===== src/rtl/adder_array_driver.sv =====
// Request/response front end for a 4-lane, 32-bit adder_array: one operation per request, three-state FSM.
// Optional feature macro: ADDER_DRV_STATS_EN (adds saturating stat_ops/stat_ovf counters).
module adder_array_driver (
  input  logic        clk,
  input  logic        rstn,
  input  logic        req_valid,
  output logic        req_ready,
  input  logic [1:0]  req_lane,
  input  logic [31:0] req_a,
  input  logic [31:0] req_b,
  output logic [2:0]  cmd,
  output logic [31:0] ain0,
  output logic [31:0] ain1,
  output logic [31:0] ain2,
  output logic [31:0] ain3,
  output logic [31:0] bin0,
  output logic [31:0] bin1,
  output logic [31:0] bin2,
  output logic [31:0] bin3,
  input  logic [31:0] dout0,
  input  logic [31:0] dout1,
  input  logic [31:0] dout2,
  input  logic [31:0] dout3,
  input  logic [3:0]  overflow,
  output logic        rsp_valid,
  input  logic        rsp_ready,
  output logic [31:0] rsp_data,
  output logic        rsp_ovf,
  output logic [1:0]  rsp_lane
`ifdef ADDER_DRV_STATS_EN
  ,
  output logic [15:0] stat_ops,
  output logic [15:0] stat_ovf
`endif
);

  typedef enum logic [1:0] {
    IDLE  = 2'd0,
    ISSUE = 2'd1,
    RESP  = 2'd2
  } state_t;

  localparam logic [2:0] CMD_NONE = 3'd4;

  state_t      state_q;
  logic        req_ready_q;
  logic [2:0]  cmd_q;
  logic [1:0]  lane_q;
  logic [31:0] ain_q [4];
  logic [31:0] bin_q [4];
  logic        rsp_valid_q;
  logic [31:0] rsp_data_q;
  logic        rsp_ovf_q;
  logic [1:0]  rsp_lane_q;
  logic [31:0] sel_sum_d;
  logic        sel_ovf_d;

  // Select the active lane's sum; overflow bits are stored in reverse lane order.
  always_comb begin
    sel_sum_d = 32'd0;
    sel_ovf_d = 1'b0;
    case (lane_q)
      2'd0:    begin sel_sum_d = dout0; sel_ovf_d = overflow[3]; end
      2'd1:    begin sel_sum_d = dout1; sel_ovf_d = overflow[2]; end
      2'd2:    begin sel_sum_d = dout2; sel_ovf_d = overflow[1]; end
      2'd3:    begin sel_sum_d = dout3; sel_ovf_d = overflow[0]; end
      default: begin sel_sum_d = 32'd0; sel_ovf_d = 1'b0; end
    endcase
  end

  // Control FSM with all outputs registered.
  always_ff @(posedge clk or negedge rstn) begin
    if (!rstn) begin
      state_q     <= IDLE;
      req_ready_q <= 1'b1;
      cmd_q       <= CMD_NONE;
      lane_q      <= 2'd0;
      rsp_valid_q <= 1'b0;
      rsp_data_q  <= 32'd0;
      rsp_ovf_q   <= 1'b0;
      rsp_lane_q  <= 2'd0;
      for (int k = 0; k < 4; k++) begin
        ain_q[k] <= 32'd0;
        bin_q[k] <= 32'd0;
      end
    end else begin
      case (state_q)
        IDLE: begin
          if (req_valid) begin
            state_q          <= ISSUE;
            req_ready_q      <= 1'b0;
            cmd_q            <= {1'b0, req_lane};
            lane_q           <= req_lane;
            ain_q[req_lane]  <= req_a;
            bin_q[req_lane]  <= req_b;
          end
        end
        ISSUE: begin
          state_q     <= RESP;
          cmd_q       <= CMD_NONE;
          rsp_valid_q <= 1'b1;
          rsp_data_q  <= sel_sum_d;
          rsp_ovf_q   <= sel_ovf_d;
          rsp_lane_q  <= lane_q;
          for (int k = 0; k < 4; k++) begin
            ain_q[k] <= 32'd0;
            bin_q[k] <= 32'd0;
          end
        end
        RESP: begin
          if (rsp_ready) begin
            state_q     <= IDLE;
            rsp_valid_q <= 1'b0;
            req_ready_q <= 1'b1;
          end
        end
        default: begin
          state_q     <= IDLE;
          req_ready_q <= 1'b1;
          cmd_q       <= CMD_NONE;
          rsp_valid_q <= 1'b0;
          for (int k = 0; k < 4; k++) begin
            ain_q[k] <= 32'd0;
            bin_q[k] <= 32'd0;
          end
        end
      endcase
    end
  end

`ifdef ADDER_DRV_STATS_EN
  logic [15:0] stat_ops_q;
  logic [15:0] stat_ovf_q;

  // Saturating counts of completed responses and of those flagged overflow.
  always_ff @(posedge clk or negedge rstn) begin
    if (!rstn) begin
      stat_ops_q <= 16'd0;
      stat_ovf_q <= 16'd0;
    end else if (rsp_valid_q && rsp_ready) begin
      if (stat_ops_q != 16'hFFFF) stat_ops_q <= stat_ops_q + 16'd1;
      if (rsp_ovf_q && (stat_ovf_q != 16'hFFFF)) stat_ovf_q <= stat_ovf_q + 16'd1;
    end
  end

  assign stat_ops = stat_ops_q;
  assign stat_ovf = stat_ovf_q;
`endif

  assign req_ready = req_ready_q;
  assign cmd       = cmd_q;
  assign ain0      = ain_q[0];
  assign ain1      = ain_q[1];
  assign ain2      = ain_q[2];
  assign ain3      = ain_q[3];
  assign bin0      = bin_q[0];
  assign bin1      = bin_q[1];
  assign bin2      = bin_q[2];
  assign bin3      = bin_q[3];
  assign rsp_valid = rsp_valid_q;
  assign rsp_data  = rsp_data_q;
  assign rsp_ovf   = rsp_ovf_q;
  assign rsp_lane  = rsp_lane_q;

endmodule

===== config.mk =====
export PLATFORM = sky130hd
export DESIGN_NAME = adder_array_driver
export DESIGN_NICKNAME = d
export VERILOG_FILES = /design/src/rtl/adder_array_driver.sv
export SDC_FILE = /design/constraint.sdc
export NUM_CORES = 1
export LEC_CHECK = 0
export CORE_AREA = 2 2 191 193
export DETAILED_ROUTE_END_ITERATION = 10
export DIE_AREA = 0 0 193 195
export PLACE_DENSITY = 0.71
export SYNTH_ARGS = -nofsm -noshare
export SYNTH_HDL_FRONTEND = slang
export SYNTH_SLANG_ARGS = --single-unit

===== constraint.sdc =====
create_clock -name clk -period 2.2 [get_ports clk]
set_clock_uncertainty 0.15 [all_clocks]
set_input_delay 0.44 -clock clk [delete_from_list [all_inputs] [get_ports clk]]
set_output_delay 0.44 -clock clk [all_outputs]
set_load 0.03 [all_outputs]

## Word-level counts from Yosys, hierarchy flattened

Index checks and enable logic that the tools add are counted.

| word-level totals | value |
|---|---|
| register bits | 300 |
| input bits | 202 |
| logic and storage cells | 57 |

| cells by class | value |
|---|---|
| magnitude comparators | 2 |
| equality and inequality tests | 7 |
| muxes and demuxes | 20 |
| bitwise operators | 4 |
| reduce and logical (&&, ||, !) cells | 8 |

Operator list:

| cell | count |
|---|---|
| case mux 128 bit (2 select lines) | 2 |
| bitwise mux 128 bit | 2 |
| two-way mux 128 bit | 2 |
| case mux 32 bit (4 select lines) | 1 |
| demux 32 bit (select 2 bit) | 1 |
| two-way mux 32 bit | 1 |
| AND reduction 2 bit | 4 |
| == test 2 bit, second input constant | 3 |
| case mux 1 bit (3 select lines) | 2 |
| case mux 2 bit (3 select lines) | 1 |
| case mux 3 bit (2 select lines) | 1 |
| == test 2 x 1 -> 1 bit, second input constant | 2 |
| logical NOT 2 bit | 2 |
| two-way mux 2 bit | 2 |
| != test 2 bit, second input constant | 2 |
| case mux 1 bit (4 select lines) | 1 |
| greater-or-equal comparator 3 bit, second input constant | 1 |
| less-than comparator 3 x 1 -> 1 bit, second input constant | 1 |
| two-way mux 1 bit | 3 |
| two-way mux 3 bit | 1 |
| inverter 1 bit | 3 |
| inverter 2 -> 3 bit | 1 |
| AND reduction 3 bit | 1 |
| logical AND 1 bit | 1 |

## Depth between registers and ports, before layout

Gate-level depths: netlist of the first run.

| depth | value |
|---|---|
| depth after elaboration | 8 |
| mapped depth | 7 |
| gate-level depth less buffers | 3 |

## Worst setup path before layout of the first run

OpenSTA, ideal clock, no wires.

| timing path | value |
|---|---|
| path kind | input -> register |
| from | in req_valid |
| to | reg ain_q (netlist bit ain0[0]) |
| setup time | 0.066 ns |
| arrival | 1.488 ns |
| required time | 1.984 ns |
| slack | 0.496 ns |
| stages on the path | 5 |
| path through | buf_4 > nor2b_1 > a21oi_2 > clkbuf_1 > a22o_1 |

| between the ends | value |
|---|---|
| longest elaborated chain between the ends | 2 |

Ends and longest elaborated chain:

| element | line | source |
|---|---|---|
| from (decl) | 6 | `input logic req_valid,` |
| != test 2 bit (no line) | -- |  |
| AND reduction 2 bit (no line) | -- |  |
| to (signal, indexed assignment) | 94 | `ain_q[req_lane] <= req_a;` |
| to (decl) | 49 | `logic [31:0] ain_q [4];` |

No other way between the ends.
A chain may end at the register's enable or synchronous reset.

## Worst setup path in the final report of the first run

| timing path | value |
|---|---|
| from | reg cmd_q[2] (netlist: cmd[2]) |
| to | out cmd[2] |

RTL lines:

| element | line | source |
|---|---|---|
| from (decl) | 47 | `logic [2:0] cmd_q;` |
| from (signal assigned) | 92 | `cmd_q <= {1'b0, req_lane};` |
| to (decl) | 11 | `output logic [2:0] cmd,` |

No word-level cell between the ends.

==> results of run 1 <==
==> synth_stat cells, drive strengths merged <==
master	count	share of area
nor2	6	0.0019
nand3b	1	0.00064
o21a	1	0.00064
buf	64	0.038
a31oi	2	0.0021
o221ai	33	0.029
nor2b	2	0.0011
or2	1	0.00054
a21o	1	0.00064
nand2b	5	0.0040
nor3	3	0.0032
dfstp	2	0.0045
nand2	38	0.012
dfrtp	298	0.64
clkbuf	9	0.0029
nor4	2	0.0036
o21ai	1	0.00043
mux2i	68	0.058
a22o	256	0.19
mux2	3	0.0029
a21oi	3	0.0019
==> layout make-up <==
cell class,instances,area share
sequential,300,0.4158
timing repair buffer,539,0.2856
multi-input combinational,426,0.2057
clock buffer,38,0.04494
tap,461,0.03192
clock inverter,20,0.01600
antenna,1,0.0001385
==> per-layer routing <==
metal / vias to the layer above / global-route usage / wire length [µm]
li1: 4097 / - / -
met1: 4739 / 0.2696 / 16050
met2: 445 / 0.3445 / 19550
met3: 73 / 0.04727 / 3365
met4: 0 / 0.06510 / 1283
met5: - / 0 / 0
==> repair_timing <==
| action | CTS | global route |
|---|---|---|
| resized for setup | 294 | 4 |
| hold buffers | 1 | 0 |
| pin swaps | 0 | 0 |
| hold endpoints to repair | 141 | 0 |
| endpoints found under the setup margin | 293 | 4 |
==> worst paths after layout <==
| check | endpoint | slack, ns | cells past startpoint |
|---|---|---|---|
| max in group asynchronous | cmd[2] | 0.95 | 4 |
| min in group clk | rsp_lane[1] | 0.33 | 2 |
| min | ain1[14] | 0.20 | 2 |
| max reg2reg | ain1[16] | 0.36 | 4 |
| max | cmd[2] | 0.08 | 1 |
| min reg2reg | rsp_lane[1] | 0.33 | 2 |
==> per-stage QoR <==
stage | setup TNS, ns | instance area [µm²] | setup slack [ns] | util | total power [mW]
6_report | 0 | 18070 | 0.08297 | 0.5105 | 22.94
5_1_grt | 0 | 18070 | 0.01772 | 0.5105 | 24.04
4_1_cts | 0 | 18060 | 0.001264 | 0.5104 | 23.18
3_5_place_dp | -10.42 | 17320 | -0.09291 | 0.4893 | 18.44
3_3_place_gp | -10.40 | 17320 | -0.07982 | 0.4893 | 18.31
2_1_floorplan | 0 | 11660 | 0.4955 | - | 13.66
==> registers in the layout, indices dropped and copies added (netlist names), 2 cells and up <==
register and flops:
bin2 32, state_q 2, bin0 32, bin1 32
ain2 32, ain1 32, rsp_lane 2, bin3 32
cmd 3, ain0 32, ain3 32, rsp_data 32
lane_q 2
==> power groups by stage <==
stage	clock [mW]	combinational (mW)	sequential (mW)
after CTS	5.78	9.49	7.91
after floorplan	0	3.14	10.5
after detailed placement	0	10.4	8.01
final	5.65	9.37	7.91
after global placement	0	10.3	8.00
after global routing	6.04	9.90	8.09
==> kinds of logic (layout without fill, tap and decap cells) <==
kind of cell,after synthesis,count (layout),synth area share
compound gates,297,297,0.2271
flops,300,300,0.6438
buf+inv,73,597,0.04044
other cells,0,1,0
mux,71,71,0.06125
simple gates,58,58,0.02746
==> impl_metrics.py, run 1 <==
metrics = {
    "synth": {
        "ys_seq_area_frac": 0.6438,
        "syn_nets": 1001,
        "yosys.cell_types.count": 29,
        "ys_ff_latch": 300,
        "yosys_warnings": 0,
        "synth.avg_cell_area_um2": 14.60,
        "syn_inst": 799,
        "netlist_area_um2": 11660,
    },
    "cts": {
        "postCtsSetupBuffers": 0,
        "cts_sinks": 300,
        "cts_tree": "built",
        "clkLatencyLatePin_ns": 0.57,
        "cts_max_path_buffers": 3,
        "cts_buffers": 31,
        "path_clk_slew_ns": 0.06,
        "h-tree-depth": 1,
        "root_buffer": "clkbuf_16",
    },
    "placed_design": {
        "gp_congestion": 0.7927,
        "post-place-cells": 1725,
        "dp_hpwl_um": 28190,
        "io_buffers": 497,
    },
    "finish": {
        "area_delta_synth_final_pct": 54.91,
        "final-seq-area_um2": 7513,
        "final_cell_mix": "dfrtp_1, dlygate4sd2_1, a22o_1",
        "layout.cells.non_filler": 1785,
        "multi_input_area_um2": 3716,
        "drive_gt1_frac": 0.09070,
        "nNetsFinal": 1500,
        "final_common_cell": "dfrtp_1",
        "nFillCells": 3166,
    },
    "sta": {
        "rsz0062_at_grt": "no",
        "tightest_slew_ns": 0.4732,
        "max_freq_mhz": 472.4,
        "hold_viol": 0,
        "post-route-period-util": 0.9623,
        "holdWs_ns": 0.2005,
        "slew_headroom": 0.6845,
        "period_minus_slack_ns": 2.117,
        "setup-violations-final": 0,
        "finalMaxSlewViolations": 0,
    },
    "floorplanning": {
        "rows": 69,
        "num_io_pins": 498,
        "fp.dieW_um": 193,
        "core_um2": 35400,
        "die_area_um2": 37640,
        "initial_utilization": 0.3296,
        "die_y_um": 195,
    },
    "routing": {
        "ant_nets": 0,
        "vias": 9354,
        "drc": 0,
        "via_per_inst": 5.240,
        "dr.pass1.iters": 5,
        "wl_um": 40250,
        "first_iter_violations": 395,
        "detail_route.wl_per_cell_um": 22.55,
    },
    "outcome": {
        "status": "completed",
    },
    "power": {
        "internal_power_mw": 13.80,
        "p_clk_frac": 0.246,
        "switching_share": 0.3984,
        "switchingPower_mw": 9.139,
        "powerDensity_nw_per_um2": 1270,
        "share_comb_of_total_power": 0.409,
        "p_seq_frac": 0.345,
        "p_leak_nw": 9.446,
        "vdd.ir_drop.worst_v": 0.0006399,
    },
    "setup_path": {
        "path_delay_family": "flip-flops",
        "r2r-start": "state_q[1]",
        "crit_type": "register to primary output",
        "crit_buf_inv": 1,
        "slowest_delay_ns": 0.53,
        "cp_slowest_cell": "dfstp_2",
        "crit_start": "cmd[2]",
        "crit_path_end_kind": "primary output",
        "required_ns": 1.61,
        "cp_max_fo": 2,
        "path_cells": "dlygate4sd2_1",
        "cp_data_arrival_time_ns": 1.53,
        "startpoint_type": "register",
    },
    "grt": {
        "grt_antenna_before_repair": 1,
        "grtUsageTotal": 0.2078,
        "gr-total-overflow": 0,
        "grt_max_degree": 69,
        "grt_pass1_vias": 9729,
        "grt_pass1_wl_um": 60430,
    },
    "run": {
        "maxCapViolations": 0,
    },
    "worst_hold_path": {
        "min_path_type": "primary input to asynchronous set/reset pin",
    },
}
(Power assumes the default switching activity.)
==> inputs of run 2 (changes only) <==
PLACE_DENSITY = 0.75   (was 0.71)
SETUP_SLACK_MARGIN = 0.4   (was default)
==> run 2 against run 1 <==
Sequential power increased by 0.5%; routed wire length increased by 3.3%; total power about the same; clock power increased by 2%; hold slack improved by 0.0048 ns; final area decreased by 4.9%; critical endpoint is now req_ready; largest power group unchanged; highest routed layer unchanged.
==> impl_metrics.py, run 2 (synthesis results as in run 1) <==
metrics = {
    "sta": {
        "setup-violations-final": 0,
        "rsz0062_at_grt": "yes",
        "max_freq_mhz": 555.3,
        "slew_headroom": 0.6773,
        "tightest_slew_ns": 0.4841,
        "finalMaxSlewViolations": 0,
        "period_minus_slack_ns": 1.801,
        "fin_ws_ns": 0.3991,
        "post-route-period-util": 0.8186,
        "hold_viol": 0,
    },
    "setup_path": {
        "required_ns": 1.61,
        "startpoint_type": "register",
        "cp_max_fo": 2,
        "slowest_delay_ns": 0.56,
        "path_delay_family": "flip-flops",
        "path_cells": "buf_6",
        "crit_path_end_kind": "primary output",
        "cp_slowest_cell": "dfstp_2",
        "crit_type": "register to primary output",
        "cp_data_arrival_time_ns": 1.21,
        "crit_buf_inv": 1,
    },
    "finish": {
        "drive_gt1_frac": 0.3206,
        "final_common_cell": "dfrtp_1",
        "final_cell_mix": "dfrtp_1, a22o_1, buf_2",
        "area_delta_synth_final_pct": 47.26,
        "nNetsFinal": 1514,
    },
    "placed_design": {
        "preCtsSetupSlack_ns": -0.1249,
        "io_buffers": 497,
        "gp_congestion": 0.8373,
        "dp_hpwl_um": 28440,
    },
    "power": {
        "p_seq_frac": 0.346,
        "p_clk_frac": 0.251,
        "vdd.ir_drop.worst_v": 0.0007870,
        "switchingPower_mw": 9.214,
        "internal_power_mw": 13.74,
        "p_leak_nw": 8.762,
        "power_mw": 22.95,
        "share_comb_of_total_power": 0.403,
        "powerDensity_nw_per_um2": 1336,
        "switching_share": 0.4014,
    },
    "cts": {
        "cts_sinks": 300,
        "root_buffer": "clkbuf_16",
        "path_clk_slew_ns": 0.06,
        "cts_tree": "built",
        "clkLatencyLatePin_ns": 0.51,
        "cts_buffers": 34,
        "h-tree-depth": 2,
        "cts_max_path_buffers": 3,
    },
    "routing": {
        "detail_route.wl_per_cell_um": 23.17,
        "wl_um": 41590,
        "drc": 0,
        "dr.pass1.iters": 5,
        "via_per_inst": 5.374,
        "vias": 9646,
        "first_iter_violations": 559,
        "ant_nets": 0,
    },
    "floorplanning": {
        "rows": 69,
        "fp.dieW_um": 193,
        "num_io_pins": 498,
        "die_area_um2": 37640,
        "die_y_um": 195,
        "core_um2": 35400,
        "initial_utilization": 0.3296,
    },
    "grt": {
        "grt_pass1_wl_um": 61380,
        "grtUsageTotal": 0.2110,
        "gr-total-overflow": 0,
        "grt_antenna_before_repair": 1,
        "grt_max_degree": 58,
        "grt_pass1_vias": 9858,
    },
    "run": {
        "maxCapViolations": 0,
    },
    "outcome": {
        "status": "completed",
    },
    "worst_hold_path": {
        "min_path_type": "primary input to register",
    },
}
==> run 2: changes by cell type in the layout (fill, tap and decap cells not counted), sizes merged, moves of 3 or more <==
cell | previous run | this run
clkinv | 9 | 2
clkbuf | 39 | 124
clkdlybuf4s15 | 0 | 12
buf | 42 | 262
dlygate4sd2 | 292 | 0
bufinv | 6 | 3
==> run 2: final cells by class <==
type                    count  area [µm²]
fillers                  3189       18220
flip-flops and latches    300        7515
repair buffers            550        4224
multi-input cells         426        3721
clock buffers              49       997.2
well taps                 461       576.8
clock inverters             7       138.9
diodes                      2       5.005
==> run 2: power groups by stage <==
stage               Clock [mW]  Combinational [mW]  Sequential, mW
floorplan                    0                3.14            10.5
global placement             0                10.3            8.03
detailed placement           0                10.4            8.05
CTS                       5.89                9.59            7.98
global route              6.12                9.77            8.11
finish                    5.75                9.25            7.95
==> run 2: what timing repair did <==
action,CTS,global route
endpoints found under the hold margin,47,0
cloned,0,2
hold buffers,1,0
endpoints found under the setup margin,420,453
buffers inserted,0,4
resized for setup,976,347
pin swaps,0,2
==> run 2: per-stage QoR <==
step           cell area, µm²  TNS (ns)  utilization  std cells  hold slack (ns)
2_1_floorplan           11660         0            -        799        -0.005591
3_3_place_gp            17320    -12.09       0.4893       1730           0.2406
3_5_place_dp            17320    -14.96       0.4893       1730           0.2433
4_1_cts                 17940         0       0.5069       1787           0.3031
5_1_grt                 17180         0       0.4852       1794           0.2193
6_report                17180         0       0.4853       1795           0.2052
==> run 2: path summary, 6_finish.rpt <==
path | slack [ns] | to | depth (start not counted) | start
worst min-delay path | 0.21 | lane_q[1] | 2 | req_lane[1]
min in group asynchronous | 0.29 | ain1[13] | 2 | rstn
max in group asynchronous | 0.86 | req_ready | 3 | rstn
worst max-delay path | 0.40 | req_ready | 1 | req_ready
worst min register to register | 0.33 | rsp_valid | 1 | rsp_valid
worst max register to register | 0.49 | rsp_lane[0] | 3 | state_q[1]
==> run 2: metal layers <==
metal	vias to the layer above	track usage	routed length, µm
met5	-	0	0
met4	0	0.08698	1763
met3	104	0.05176	4015
met2	572	0.3410	19670
met1	4846	0.2705	16140
li1	4124	-	-
